### src/rtl/cdr_tx.sv
// cdr_tx: 4x-oversampled NRZ serial transmitter.
// Bytes arrive over a valid/ready handshake. Each frame on the idle-high
// line is a sync pattern followed by back-to-back payload bytes, MSB first.
// Every bit is held for exactly OVS clocks.
module cdr_tx #(
    parameter int          OVS       = 4,
    parameter int          IDLE_BITS = 16,
    parameter int          SYNC_BITS = 8,
    parameter logic [15:0] SYNC_PAT  = 16'h0055,
    parameter int          GAP_BITS  = 4
) (
    input  logic       clk,
    input  logic       rstn,
    input  logic [7:0] tx_data,
    input  logic       tx_valid,
    output logic       tx_ready,
    output logic       dout,
    output logic       tx_busy
);

    localparam int DIV_W = (OVS > 2) ? $clog2(OVS) : 1;
    // Sync pattern moved to the top of a 16-bit word so it shifts out MSB first
    localparam logic [15:0] SYNC_ALIGNED = SYNC_PAT << (16 - SYNC_BITS);

    typedef enum logic [2:0] {
        WARM = 3'd0,
        IDLE = 3'd1,
        SYNC = 3'd2,
        DATA = 3'd3,
        GAP  = 3'd4
    } state_t;

    state_t           state;
    logic [DIV_W-1:0] div;
    logic [15:0]      cnt;       // warm-up / gap periods, or bits left after the current one
    logic [15:0]      shreg;     // next bits to send, MSB first
    logic [7:0]       data_reg;  // byte waiting behind the sync pattern
    logic             bit_end;
    logic             accept;

    assign bit_end  = (div == DIV_W'(OVS - 1));
    assign tx_ready = bit_end && ((state == IDLE) || ((state == DATA) && (cnt == 16'd0)));
    assign accept   = tx_valid && tx_ready;
    assign tx_busy  = (state != IDLE);

    // Free-running bit timer; every bit boundary follows a bit_end cycle
    always_ff @(posedge clk or negedge rstn) begin
        if (!rstn) begin
            div <= '0;
        end else if (bit_end) begin
            div <= '0;
        end else begin
            div <= div + 1'b1;
        end
    end

    // Frame sequencer with registered line output
    always_ff @(posedge clk or negedge rstn) begin
        if (!rstn) begin
            state    <= WARM;
            cnt      <= '0;
            shreg    <= '0;
            data_reg <= '0;
            dout     <= 1'b1;
        end else begin
            case (state)
                WARM: begin
                    dout <= 1'b1;
                    if (bit_end) begin
                        if (cnt == 16'(IDLE_BITS - 1)) begin
                            cnt   <= '0;
                            state <= IDLE;
                        end else begin
                            cnt <= cnt + 16'd1;
                        end
                    end
                end
                IDLE: begin
                    dout <= 1'b1;
                    if (accept) begin
                        data_reg <= tx_data;
                        dout     <= SYNC_ALIGNED[15];
                        shreg    <= SYNC_ALIGNED << 1;
                        cnt      <= 16'(SYNC_BITS - 1);
                        state    <= SYNC;
                    end
                end
                SYNC: begin
                    if (bit_end) begin
                        if (cnt == 16'd0) begin
                            // Last sync bit done: payload follows with no gap
                            dout  <= data_reg[7];
                            shreg <= {data_reg[6:0], 9'd0};
                            cnt   <= 16'd7;
                            state <= DATA;
                        end else begin
                            dout  <= shreg[15];
                            shreg <= shreg << 1;
                            cnt   <= cnt - 16'd1;
                        end
                    end
                end
                DATA: begin
                    if (bit_end) begin
                        if (cnt != 16'd0) begin
                            dout  <= shreg[15];
                            shreg <= shreg << 1;
                            cnt   <= cnt - 16'd1;
                        end else if (accept) begin
                            // Chained byte: continue the frame without a new sync
                            data_reg <= tx_data;
                            dout     <= tx_data[7];
                            shreg    <= {tx_data[6:0], 9'd0};
                            cnt      <= 16'd7;
                        end else begin
                            dout  <= 1'b1;
                            cnt   <= 16'(GAP_BITS - 1);
                            state <= GAP;
                        end
                    end
                end
                GAP: begin
                    dout <= 1'b1;
                    if (bit_end) begin
                        if (cnt == 16'd0) begin
                            state <= IDLE;
                        end else begin
                            cnt <= cnt - 16'd1;
                        end
                    end
                end
                default: begin
                    state <= WARM;
                    cnt   <= '0;
                    dout  <= 1'b1;
                end
            endcase
        end
    end

endmodule

### config.mk
export PLATFORM = sky130hd
export DESIGN_NAME = cdr_tx
export DESIGN_NICKNAME = d
export VERILOG_FILES = /design/src/rtl/cdr_tx.sv
export SDC_FILE = /design/constraint.sdc
export NUM_CORES = 1
export LEC_CHECK = 0
export ABC_AREA = 1
export BUFFER_PORTS_ARGS = -buffer_cell sky130_fd_sc_hd__buf_4
export CORE_MARGIN = 2
export CORE_UTILIZATION = 30
export CTS_CLUSTER_SIZE = 28
export DETAILED_ROUTE_END_ITERATION = 10
export PLACE_DENSITY = 0.44
export SYNTH_ARGS = -nofsm -noshare
export SYNTH_HDL_FRONTEND = slang
export SYNTH_SLANG_ARGS = --single-unit
export TNS_END_PERCENT = 5
### constraint.sdc
create_clock -name clk -period 3 [get_ports clk]
set_input_delay 0.6 -clock clk [delete_from_list [all_inputs] [get_ports clk]]
set_output_delay 0.6 -clock clk [all_outputs]
set_load 0.05 [all_outputs]
Word level (Yosys, flattened, before mapping)
Index checks and enable logic that the tools add are counted.

cells by class
  equal/unequal tests = 19
  div/mod/pow operators = 0
  bitwise gates (word level) = 0
  magnitude comparators = 0
  shift-type cells = 0
  reductions and logical operators = 14
  multipliers = 0
  add/sub/neg operators = 3
  mux-type cells = 41

operators with widths
  kind                                                   count
  2-to-1 mux 16 bit                                      15
  case mux 16 bit (5 select lines)                       1
  case mux 16 bit (3 select lines)                       1
  2-to-1 mux 3 bit                                       11
  2-to-1 mux 8 bit                                       3
  != test 2 bit (second input constant)                  11
  adder 16 x 1 -> 16 bit (second input constant)         1
  equality test 16 x 4 -> 1 bit (second input constant)  1
  logical NOT 16 bit                                     1
  case mux 8 bit (2 select lines)                        1
  nonzero test 16 bit                                    1
  subtractor 16 x 1 -> 16 bit (second input constant)    1
  case mux 3 bit (5 select lines)                        1
  AND reduction 10 bit                                   1
  equality test 3 x 2 -> 1 bit (second input constant)   2
  2-to-1 mux 1 bit                                       6
  AND reduction 6 bit                                    1
  AND reduction 5 bit                                    1
  equality test 3 x 1 -> 1 bit (second input constant)   1
  equality test 3 bit (second input constant)            1
  logical AND 1 bit                                      3
  logical NOT 3 bit                                      1
  != test 3 x 1 -> 1 bit (second input constant)         1
  != test 3 x 2 -> 1 bit (second input constant)         1
  other kinds (9)                                        9

storage, ports and cells
  latch bits = 0
  flip-flop bits (word level) = 46
  ROM bits = 0
  memory bits (writable) = 0
  memories = 0

Longest topological paths before layout
  word-level depth = 9
  gate-level depth with buffers = 12

Worst setup path before layout
OpenSTA, ideal clock, no wires.

  kind = register to output
  from = reg cnt[0]
  to = out tx_ready
  stages on the path, launching flop included = 7
  path buffers = 0
  path slack = 611 ps
  data required time = 2,400 ps
  arrival time = 1,789 ps
  path through = dfrtp_1 inv_1 ha_1 nand2_1 nor2_4 nand3_4 a21oi_1

on the way
  word-level cells in the longest chain between the ends = 4

ends and longest elaborated chain
  what                    line  text
  from (decl)             35    logic [15:0] cnt;
  from (signal assigned)  74    cnt <= cnt + 16'd1;
  from (signal assigned)  84    cnt <= 16'(SYNC_BITS - 1);
  from (signal assigned)  99    cnt <= cnt - 16'd1;
  logical NOT 16 bit      42    assign tx_ready = bit_end && ((state == IDLE) || ((state == DATA) && (cnt == 16'd0)));
  logical AND 1 bit       42
  logical OR 1 bit        42
  logical AND 1 bit       42
  to (decl)               16    output logic tx_ready,

Every way passes these cells.

Final worst setup path
Ends and elaborated chain as after synthesis.

==> summary.md <==
| Metric | Value |
|---|---|
| Final hold viol count | `0` |
| Setup bufs post-CTS | `0` |
| Gr ovfl total | `0` |
| FF-to-FF setup slack | `0.93 ns` |
| Final WS setup | `0.598 ns` |
| Fin. max-slew vios | `0` |
| DRC | `0` |
| RSZ-0062 raised after global routing | `no` |
| GP Congestion | `0.856` |
| Post-Synth Adder-Cell Area | `0.0178` |
| DIE AREA | `0.0102 mm2` |
| Total Power | `894 uW` |
| Warnings, synthesis | `0` |
| Pwr per Cell Area | `295 mW/mm2` |
| Synth Area in Compound Gates | `0.143` |
| First-pass DRT Iterations | `4` |
| Switch Pwr | `221 uW` |
| Longest Clk Path Bufs | `2` |
| Hold_buf cts | `0` |
| Flop pwr share | `0.558` |
| Post-synthesis mux area share | `0.0187` |
| FP Rows | `35` |
| Die H | `101 um` |
| Remaining antenna violation count after routing | `0` |
| Post-DR wirelength/cell | `14.1 um` |
| Via count | `2436` |
| # setup viols final | `0` |
| Clk Latency, worst-skew pair | `0.29 ns` |
| Share of cells above drive strength 1 | `0.193` |
| Post-Syn Nets | `395` |
| F_max | `416 MHz` |
| Hpwl dp | `5230 um` |
| Slew headroom | `0.657` |
| Leakage | `1.36 nW` |
| CTS root buf | `clkbuf_8` |
| Reg2reg path depth | `11` |
| CTS buffer count | `5` |
| CP max stage delay | `0.40 ns` |
| Hold Slack | `0.276 ns` |
| Skew final | `0.00566 ns` |
| Global-route wire length before repair | `12400 um` |
| Max_cap viols | `0` |
| I/O Buffers | `13` |
| H-Tree Depth | `2` |
| # resized after CTS | `0` |
| Clk pwr share | `0.416` |
| Max reg flops | `16` |
| Slew @ Worst Pin | `0.514 ns` |
| Synth Area per Inst | `7.39 um2` |
| All-layer global routing usage | `0.153` |
| Setup CP Type | `register to output port` |
| Synth cell types | `41` |
| CP Data Arrival Time | `1.80 ns` |
| Die width | `101 um` |
| Minimum clock period | `2.40 ns` |
| Number of global-route vias before repair | `2470` |
| Initial antenna violation count | `0` |
| Status | `finished, final reports clean` |
| Starting DRT DRC Count | `89` |
| CP max FO | `6` |
| Setup TNS | `0 ns` |
| Pre-CTS setup slack | `0.916 ns` |
| CP required | `2.40 ns` |
| Simple-Gate Fraction of Synth Area | `0.350` |
| Final wirelength | `7060 um` |
| Nets | `403` |
| Largest net degree at the start of global routing | `38` |
| Combinational fraction of design power | `0.026` |
| Slowest-stage cell, CP | `dfrtp_1` |
| Post-route clock period utilization | `0.801` |
| CP Launch Type | `register` |
| CTS tree | `built` |
| Worst hold path type | `input port to async pin` |
| Synthesis-to-finish area growth | `7.93%` |
| Main combinational cell family by area after synthesis | `simple AND/OR/NAND/NOR gates` |
| Vias per cell | `4.87` |
| Starting Density | `0.307` |
| #FFs+latches synth | `37` |
| Cell Area, Synth | `0.00281 mm2` |
| Clk sinks | `37` |
| CP Capture Type | `output port` |
| Clk pin slew, worst setup/hold paths | `0.08 ns` |
| Core ar. | `0.00915 mm2` |
| Gate Count Post-Synth | `380` |
| Sw frac | `0.248` |
| Final core occ | `0.331` |
| Internal power | `672 uW` |
| CP Cell Sequence | `inv_1, ha_1, nand2_1, nor2_4, nand3_4, a21oi_1, buf_4` |
| XOR/XNOR share of the synthesized area | `0.0468` |
| VDD IR max | `0.000153 V` |
| Post-synthesis sequential area ratio | `0.330` |
| Antenna diodes | `0` |
| Num ports | `14` |
==> cells in the mapped netlist (all sizes together) <==
master / number / area [um2]
nor3: 5 / 25.0
clkbuf: 1 / 3.75
xnor2: 3 / 26.3
a31oi: 1 / 6.26
o21a: 2 / 15.0
buf: 12 / 109
inv: 38 / 145
a21oi: 11 / 55.1
ha: 4 / 50.1
o31ai: 1 / 12.5
dfrtp: 36 / 901
mux2: 4 / 52.6
a31o: 1 / 8.76
nand2: 114 / 445
nor2: 41 / 244
o211ai: 2 / 15.0
nand3: 34 / 205
or2: 4 / 25.0
o21ai: 42 / 252
nand3b: 1 / 20.0
clkinv: 1 / 5.00
and2: 1 / 6.26
nand4: 2 / 12.5
o22ai: 6 / 37.5
xor2: 12 / 105
dfstp: 1 / 26.3
==> worst paths after layout <==
check / from / end
worst max-delay path: cnt[0]$_DFFE_PN0P_ / tx_ready
max in group asynchronous: rstn / dout$_DFFE_PN1P_
worst min register to register: div[0]$_DFF_PN0_ / div[0]$_DFF_PN0_
worst min-delay path: rstn / cnt[5]$_DFFE_PN0P_
worst max register to register: cnt[0]$_DFFE_PN0P_ / cnt[11]$_DFFE_PN0P_
min in group clk: div[0]$_DFF_PN0_ / div[0]$_DFF_PN0_
==> placed cells by master, fill, tap and decap left out, types with 2 or more instances in the layout <==
cell type  netlist  final
o21ai_0         27     27
clkbuf_8         0      5
nor2_4          10     10
inv_2            6      6
or2_2            3      3
nand3_4          2      2
nand2_2          4      4
nor2_1          25     25
buf_4            2     14
nor2_2           6      6
mux2_2           2      2
mux2_4           2      2
a21oi_1         11     11
nand3_2          2      2
inv_1           31     31
o21a_1           2      2
nand2_1        109    109
ha_1             4      4
clkinv_4         0      2
nand4_1          2      2
o21ai_1          6      6
o211ai_1         2      2
xor2_1          12     12
clkinv_2         1      2
xnor2_1          3      3
nand3_1         30     30
o22ai_1          6      6
dfrtp_1         36     36
o21ai_2          8      8
nor3_1           5      5
==> logic make-up (layout without fill, tap and decap cells) <==
family,Yosys count,count (layout)
muxes,4,4
AOI/OAI and AO/OA,66,66
buffers and inverters,52,61
DFF,37,37
xor gates and xnor gates,15,15
adders and majority gates,4,4
and+or+nand+nor,202,202
==> metrics by stage <==
stage / std cells / cell area (um2)
floorplan: 380 / 2810
global placement: 492 / 2940
detailed placement: 492 / 2940
CTS: 500 / 3030
global route: 500 / 3030
finish: 500 / 3030
==> routing by layer <==
| metal | track usage | share of wire |
|---|---|---|
| met1 | 0.210 | 0.49 |
| met2 | 0.250 | 0.47 |
| met3 | 0.0243 | 0.024 |
| met4 | 0.0432 | 0.018 |
| met5 | 0 | 0 |
==> critical path: cells and delay by family (launching register included) <==
family          cells  cell delay (ns)
fa+ha+maj           1             0.17
flops               1             0.40
simple gates        3             0.37
buf+inv             2             0.40
compound gates      1             0.16
==> power by group through the flow <==
stage | Clock [mW] | Combinational, mW | Sequential (mW)
after floorplan | 0 | 0.00113 | 0.508
after global placement | 0 | 0.0248 | 0.508
after detailed placement | 0 | 0.0250 | 0.508
after CTS | 0.393 | 0.0248 | 0.498
after global routing | 0.415 | 0.0270 | 0.498
final | 0.372 | 0.0233 | 0.498
==> cell type report <==
cell class	count	area, um2
Clock buffer	5	68.8
Clock inverter	3	22.5
Fill cell	992	6120
Inverter	39	150
Multi-Input combinational cell	291	1620
Sequential cell	37	927
Tap cell	111	139
Timing Repair Buffer	14	105
Note: power is estimated with default switching activity, not from simulation.
